<file path="src/rtl/mips_step_ctrl.sv">
// -----------------------------------------------------------------------------
// mips_step_ctrl -- execution controller for the single-cycle MIPS core.
//
// Conditions the asynchronous run/halt toggle (change) and single-step (step)
// buttons (synchroniser, debouncer, rising-edge pulse) and runs a RUN/HALT/STEP
// state machine whose registered state gates every core state update through
// cpu_en. Also keeps debug counters of enabled cycles and STEP entries.
//
// Optional feature: define MIPS_STEP_BREAKPOINT_EN to add a PC breakpoint
// (ports pc, bp_addr, bp_valid, bp_hit).
//
// Ports:
//   clk        in   core clock, rising edge
//   rst        in   synchronous active-high reset
//   change     in   async run/halt toggle request (rising edge acts)
//   step       in   async single-step request (rising edge acts)
//   cpu_en     out  core advances one instruction in each cycle this is high
//   mode       out  current state: 0 = RUN, 1 = HALT, 2 = STEP
//   cycle_cnt  out  number of cycles with cpu_en = 1 (wraps)
//   step_cnt   out  number of STEP entries (wraps)
//   pc         in   core PC                        (MIPS_STEP_BREAKPOINT_EN)
//   bp_addr    in   breakpoint address             (MIPS_STEP_BREAKPOINT_EN)
//   bp_valid   in   breakpoint enable              (MIPS_STEP_BREAKPOINT_EN)
//   bp_hit     out  one-cycle pulse on a breakpoint halt (MIPS_STEP_BREAKPOINT_EN)
// -----------------------------------------------------------------------------

// Input conditioner: SYNC_STAGES flop synchroniser, debouncer, registered
// rising-edge pulse.
//   clk, rst  clock / synchronous reset
//   raw       asynchronous button level
//   pulse     one-cycle pulse per accepted rising edge of the debounced level
module mips_step_ctrl_cond #(
  parameter int SYNC_STAGES     = 2,
  parameter int DEBOUNCE_CYCLES = 4
) (
  input  logic clk,
  input  logic rst,
  input  logic raw,
  output logic pulse
);

  localparam int unsigned CW = $clog2(DEBOUNCE_CYCLES + 1);
  localparam logic [CW-1:0] LAST = CW'(DEBOUNCE_CYCLES - 1);

  logic [SYNC_STAGES-1:0] sync_q;
  logic                   synced;
  logic [CW-1:0]          cnt_q;
  logic                   level_q;
  logic                   level_d1_q;
  logic                   pulse_q;

  assign synced = sync_q[SYNC_STAGES-1];
  assign pulse  = pulse_q;

  always_ff @(posedge clk) begin
    if (rst) begin
      sync_q     <= '0;
      cnt_q      <= '0;
      level_q    <= 1'b0;
      level_d1_q <= 1'b0;
      pulse_q    <= 1'b0;
    end else begin
      sync_q <= {sync_q[SYNC_STAGES-2:0], raw};

      // Counter tracks consecutive samples disagreeing with the held level;
      // the DEBOUNCE_CYCLES-th such sample flips the level.
      if (synced == level_q) begin
        cnt_q <= '0;
      end else if (cnt_q == LAST) begin
        level_q <= synced;
        cnt_q   <= '0;
      end else begin
        cnt_q <= cnt_q + CW'(1);
      end

      level_d1_q <= level_q;
      // Registered so the FSM only ever sees a flop output.
      pulse_q    <= level_q & ~level_d1_q;
    end
  end

endmodule

module mips_step_ctrl #(
  parameter int SYNC_STAGES     = 2,
  parameter int DEBOUNCE_CYCLES = 4,
  parameter int CNT_W           = 32
) (
  input  logic             clk,
  input  logic             rst,
  input  logic             change,
  input  logic             step,
  output logic             cpu_en,
  output logic [1:0]       mode,
  output logic [CNT_W-1:0] cycle_cnt,
  output logic [CNT_W-1:0] step_cnt
`ifdef MIPS_STEP_BREAKPOINT_EN
  ,
  input  logic [31:0]      pc,
  input  logic [31:0]      bp_addr,
  input  logic             bp_valid,
  output logic             bp_hit
`endif
);

  typedef enum logic [1:0] {
    RUN  = 2'd0,
    HALT = 2'd1,
    STEP = 2'd2
  } state_t;

  state_t state_q, state_d;
  logic   run_ok_q;
  logic   chg_p, stp_p;
  logic   bp_match;

  mips_step_ctrl_cond #(
    .SYNC_STAGES     (SYNC_STAGES),
    .DEBOUNCE_CYCLES (DEBOUNCE_CYCLES)
  ) u_chg_cond (
    .clk   (clk),
    .rst   (rst),
    .raw   (change),
    .pulse (chg_p)
  );

  mips_step_ctrl_cond #(
    .SYNC_STAGES     (SYNC_STAGES),
    .DEBOUNCE_CYCLES (DEBOUNCE_CYCLES)
  ) u_stp_cond (
    .clk   (clk),
    .rst   (rst),
    .raw   (step),
    .pulse (stp_p)
  );

`ifdef MIPS_STEP_BREAKPOINT_EN
  logic prev_run_q;
  logic bp_hit_q;

  // prev_run_q low marks the first RUN cycle after HALT/STEP, where matching
  // is masked so a resume at the breakpoint address does not re-trigger.
  assign bp_match = (state_q == RUN) && prev_run_q && bp_valid && (pc == bp_addr);
  assign bp_hit   = bp_hit_q;

  always_ff @(posedge clk) begin
    if (rst) begin
      prev_run_q <= 1'b1;
      bp_hit_q   <= 1'b0;
    end else begin
      prev_run_q <= (state_q == RUN);
      bp_hit_q   <= bp_match;
    end
  end
`else
  assign bp_match = 1'b0;
`endif

  always_comb begin
    state_d = state_q;
    case (state_q)
      RUN:     if (chg_p || bp_match) state_d = HALT;
      HALT: begin
        if (chg_p)      state_d = RUN;   // change beats a simultaneous step
        else if (stp_p) state_d = STEP;
      end
      STEP:    state_d = chg_p ? RUN : HALT;
      default: state_d = HALT;
    endcase
  end

  always_ff @(posedge clk) begin
    if (rst) begin
      state_q   <= RUN;
      run_ok_q  <= 1'b0;
      cycle_cnt <= '0;
      step_cnt  <= '0;
    end else begin
      state_q  <= state_d;
      run_ok_q <= 1'b1;
      if (cpu_en) cycle_cnt <= cycle_cnt + CNT_W'(1);
      if ((state_d == STEP) && (state_q != STEP)) step_cnt <= step_cnt + CNT_W'(1);
    end
  end

  // run_ok_q holds the core off during reset while state_q already reads RUN;
  // both terms are flops, so cpu_en has no combinational input path.
  assign cpu_en = run_ok_q && ((state_q == RUN) || (state_q == STEP));
  assign mode   = state_q;

endmodule

</file>
<file path="config.mk">
export PLATFORM = sky130hd
export DESIGN_NAME = mips_step_ctrl
export DESIGN_NICKNAME = d
export VERILOG_FILES = /design/src/rtl/mips_step_ctrl.sv
export SDC_FILE = /design/constraint.sdc
export NUM_CORES = 1
export LEC_CHECK = 0
export BUFFER_PORTS_ARGS = -buffer_cell sky130_fd_sc_hd__buf_2
export CAP_MARGIN = 30
export CORE_MARGIN = 1.5
export CORE_UTILIZATION = 55
export CTS_BUF_LIST = sky130_fd_sc_hd__clkbuf_8
export CTS_CLUSTER_DIAMETER = 100
export CTS_CLUSTER_SIZE = 28
export DETAILED_ROUTE_END_ITERATION = 12
export HOLD_SLACK_MARGIN = 0.02
export PLACE_DENSITY = 0.78
export SYNTH_ARGS = -nofsm -noshare
export SYNTH_HDL_FRONTEND = slang
export SYNTH_HIERARCHICAL = 1
export SYNTH_SLANG_ARGS = --single-unit
</file>
<file path="constraint.sdc">
create_clock -name clk -period 2.21 [get_ports clk]
set_input_delay 0.221 -clock clk [delete_from_list [all_inputs] [get_ports clk]]
set_output_delay 0.221 -clock clk [all_outputs]
set_load 0.01 [all_outputs]
</file>
# Yosys cells after proc, flatten, opt, wreduce, memory -nomap -nowiden
# Index checks and enable logic that the tools add are counted.
# totals
in_bits,4
wordCells,46
ff_bits,83
# classes
add_sub_neg,4
bitwise_logic,6
n_mux,6
n_eq_ne,8
reduce_logical,8
# op_table
op,count
32-bit by 1-bit adder with 32-bit output (second input constant),2
3-bit by 1-bit adder with 3-bit output (second input constant),2
3-bit by 2-bit equality test with 1-bit output (second input constant),2
2-bit 2-to-1 mux,3
2-bit case mux with 3 select lines,1
3-bit OR reduction,2
2-bit equality test (second input constant),2
1-bit inverter,4
2-bit AND reduction,2
1-bit bitwise AND,2
1-bit equality test,2
2-bit by 1-bit equality test with 1-bit output (second input constant),1
1-bit logical AND,2
2-bit zero test,1
1-bit 2-to-1 mux,2
2-bit inequality test (second input constant),1
1-bit logical OR,1

# Longest topological paths before layout
# logic_depth
word_depth,5
depth_mapped,7
ltp_nobuf,5

# By module
# Netlist, hierarchy kept.
# by_module_without_submodules
module,cells_each,n_inst,area_per_inst_um2
mips_step_ctrl,355,1,3056.7
mips_step_ctrl_cond,21,2,266.5

# Least setup slack after synthesis
# OpenSTA, ideal clock, no wires.
# synth_path
path_type,reg-to-reg
startpoint,register step_cnt[13]
endpoint,register step_cnt[30]
stages_incl_launch_ff,7
t_arrival_ns,1.926
period_less_slack_ns,1.997
t_required_ns,2.139
path_buffers,2
setup_slack_ns,0.213
path_cell_list,dfxtp_1 nand4_2 or4_1 buf_2 buf_6 or4_1 a21oi_1
# synth_between
elab_chain_len,1
# synth_rtl
element,line_no,text
start: declaration,96,output logic [CNT_W-1:0] step_cnt
start signal: assignment,182,if ((state_d == STEP) && (state_q != STEP)) step_cnt <= step_cnt + CNT_W'(1);
32-bit by 1-bit adder with 32-bit output,182,
# Every way passes these cells.
# A chain may end at the register's enable or synchronous reset.

# Final worst setup path
# layout_path
startpoint,register state_q[0] (netlist: mode[0])
endpoint,register step_cnt[31]
# layout_between
elab_chain_len,5
word_cells_on_any_way,10
classes_between,eq/ne: 4; mux: 4; reduce/logical: 2
# layout_rtl
element,line_no,text
start: declaration,112,"state_t state_q, state_d;"
start signal: assignment,179,state_q <= state_d;
2-bit 2-to-1 mux,165,else if (stp_p) state_d = STEP;
2-bit 2-to-1 mux,164,if (chg_p) state_d = RUN;
2-bit case mux with 3 select lines,161,case (state_q)
2-bit equality test,182,
1-bit logical AND *,182,
# Mark *: on every way between the ends. The rest lies on a longest branch, timed or not.

==> flow_metrics.tcl <==
set metrics [dict create \
    final_cell_area_um2 4240 \
    crit_path_cell_trace "nand4bb_1 > or4_1 > buf_4 > or4_1 > a21oi_1" \
    sequential_cell_area_um2 1662 \
    synth-async-reset-ratio_pct 0 \
    synthToLayoutAreaGrowth_pct 18.12 \
    place_ws_ps 113.3 \
    synth_nets 407 \
    row_count 29 \
    clock_sink_count 83 \
    via_count 3182 \
    postSynthRegisterBits 83 \
    tritoncts "done" \
    place_hpwl_mm 5.257 \
    drt-initial-drc-count 113 \
    number_of_flops_mapped_to_enable_cells_by_yosys 0 \
    pin_count 71 \
    sequential_share_of_the_synthesized_area_pct 46.29 \
    finish.cell_count_without_fillers 546 \
    dieHeight_um 83.79 \
    die_area_um2 7021 \
    antenna_cells 0 \
    layout.cells.most_common_list "dfxtp_1, buf_2, a21oi_1, or4_1, nor2_1" \
    initial_utilization_pct 56.86 \
    report.power.total_uw 2754 \
    swShare_pct 20.83 \
    critical_path.max_fanout 20 \
    syn_area_um2 3590 \
    antenna_violations_before_repair 0 \
    worst-endpoint-required_ps 2500 \
    worstSetupEndpointType "flop" \
    timing.final.crit_period_ps 2008 \
    die_width_um 83.79 \
    post_cts.repair.setup_buffers 0 \
    fillCellCount 532 \
    yosys-top-cells-area "dfxtp_1, a21oi_1, or4_1" \
    skew_ps 15.66 \
    clock_tree.htree_level_count 3 \
    grt_max_degree 60 \
    switching_power_uw 573.8 \
    post-synth-top-area-cell "dfxtp_1" \
    globalRouteOverflowTotal 0 \
    internal_power_uw 2180 \
    detail_route.drc_violations 0 \
    maxCapViolations 0 \
    ys.flop_type "dfxtp_1" \
    cts_root_buffer "clkbuf_8" \
    detailed_route_wl_mm 7.678 \
    synthesis.instances 397 \
    timing.critical_path.slowest_cell_delay_ps 500 \
    crit_path_arrival_time_ps 2300 \
    critical_path_class "flop to flop" \
    timing.critical_path.from_type "flop" \
    synthesized_area_divided_by_synthesized_cell_count_um2 9.042 \
    power_density_nw_per_um2 649.5 \
    layout.cells.most_common "dfxtp_1" \
    multi_input_area_um2 1799 \
    achievable-frequency_mhz 497.9 \
    route.detailed.wl_per_inst_um 14.06 \
    finalSetupTns_ps 0 \
    report.final.setup_viol 0 \
    max-slew-margin-rel_pct 67.44 \
    power.leakage_uw 0.001611 \
    port-buffer-count 70 \
    hold_class "input pin to flop" \
    post_dp_cell_area_um2 4021 \
    comb_power_share_pct 2.1 \
    place.gp.congestion 0.7647 \
    share_of_total_power_in_sequential_cells_pct 54.9 \
    worst-slew-pin-transition_ps 481.8 \
    timing.critical_path.slowest_stage_cell "or4_1" \
    synth_largest_type_area_fraction_pct 46.29 \
    wire_length_of_the_first_global_routing_pass_mm 12.92 \
    final_min_period_over_clock_period_pct 90.88 \
    via_count_of_the_first_global_routing_pass 2859 \
    clkLatencyLatePin_ps 350 \
    report.final.slew_viol_count 0 \
    final_layout_size_suffix_gt1_share_pct 22.60 \
    vias_per_cell 5.828 \
    cts_inserted_buffers 9 \
    worst_path_dominant_cell_family "simple AND/OR/NAND/NOR gates" \
    yosysWarnings 6 \
    grt_usage_pct 22.29 \
    cts.clk_slew.worst_paths_ps 90 \
    drt_pre_antenna_iters 4 \
    core_region_area_um2 6314 \
    nNetsFinal 475 \
    ant_nets 0 \
    synthDistinctLibCells 36 \
    numPlacedInstances 531 \
    outcome "complete, no violations" \
    cts-root-to-sink-buffers 2 \
    final.setup.worst_slack_ps 201.6 \
    critical-path-top-cell-by-count "or4_1" \
    path_buf_inv 1 \
    power.clock.fraction_pct 43.1 \
    grt_setup_unrepaired "no" \
    peakVddDrop_mv 0.3750 \
    timing.final.hold_violations 0 \
]
[area by class of cell]
| class | count | area share (%) |
|---|---|---|
| Timing Repair Buffer | 78 | 9.973 |
| Clock inverter | 5 | 1.829 |
| Sequential cell | 83 | 39.19 |
| Clock buffer | 10 | 3.246 |
| Tap cell | 77 | 2.272 |
| Inverter | 12 | 1.062 |
| Multi-Input combinational cell | 281 | 42.43 |
[sequential cells by signal, summed over array words and instances, names as in the netlist]
register	cells
cycle_cnt	32
mode	2
step_cnt	32
u_chg_cond/level_d1_q	1
u_stp_cond/cnt_q	3
u_stp_cond/level_d1_q	1
u_stp_cond/pulse	1
u_stp_cond/sync_q	2
u_chg_cond/sync_q	2
u_chg_cond/pulse	1
run_ok_q	1
u_stp_cond/level_q	1
u_chg_cond/level_q	1
u_chg_cond/cnt_q	3
[power by group through the flow]
stage | Combinational, µW | Clock (µW) | Sequential [µW]
after floorplan | 33.0 | 0 | 1550
after global routing | 64.5 | 1270 | 1510
after CTS | 58.3 | 1210 | 1510
after global placement | 56.2 | 0 | 1550
after detailed placement | 58.4 | 0 | 1550
final | 57.2 | 1190 | 1510
[cell usage after synthesis, types with 2 or more instances]
master	count
xor2_1	14
nor2b_2	2
and3_1	3
mux2i_1	3
nand3_1	21
or3_2	3
clkbuf_1	17
o31ai_1	24
nor4b_2	2
nor4_1	5
and4_1	7
nor2b_1	9
xnor2_1	9
o21ai_0	17
or3_1	14
nand2_1	18
buf_1	2
nand4_1	18
ha_1	6
dfxtp_1	83
inv_1	12
nor2_1	25
and2_1	2
a21oi_1	43
or4_1	27
[worst paths after layout]
path | start | endpoint | slack (ps) | depth (start not counted)
max | mode[0] | step_cnt[31] | 200 | 5
min | step | u_stp_cond/sync_q[0] | 80 | 2
max reg2reg | mode[0] | step_cnt[31] | 200 | 5
min reg2reg | u_stp_cond/level_d1_q | u_stp_cond/pulse | 380 | 1
[kinds of logic after synthesis]
family | count (synthesis) | share of synthesized area [%]
flops | 83 | 46.29
fa+ha+maj | 6 | 2.091
compound gates | 84 | 13.38
simple gates | 164 | 27.78
xor+xnor | 23 | 5.612
mux | 4 | 1.150
buf+inv | 33 | 3.694
[metal layers]
layer	track usage [%]	wire length, µm	vias to the layer above
met2	38.64	3720	67
li1	-	-	1607
met4	8.495	111	0
met3	4.451	348	11
met5	0	0	-
met1	27.28	3497	1497
[repair_timing]
action / 4_1_cts / 5_1_grt
gates resized for setup: 0 / 1
hold endpoints to repair: 0 / 0
hold buffers: 0 / 0
endpoints found under the setup margin: 0 / 6
[through the flow]
step,util [%],hold WS (ps)
2_1_floorplan,-,291.2
3_5_place_dp,63.69,376.2
3_3_place_gp,63.69,372.2
5_1_grt,67.16,79.97
4_1_cts,67.10,79.64
6_report,67.16,80.09
(Power assumes the default switching activity.)
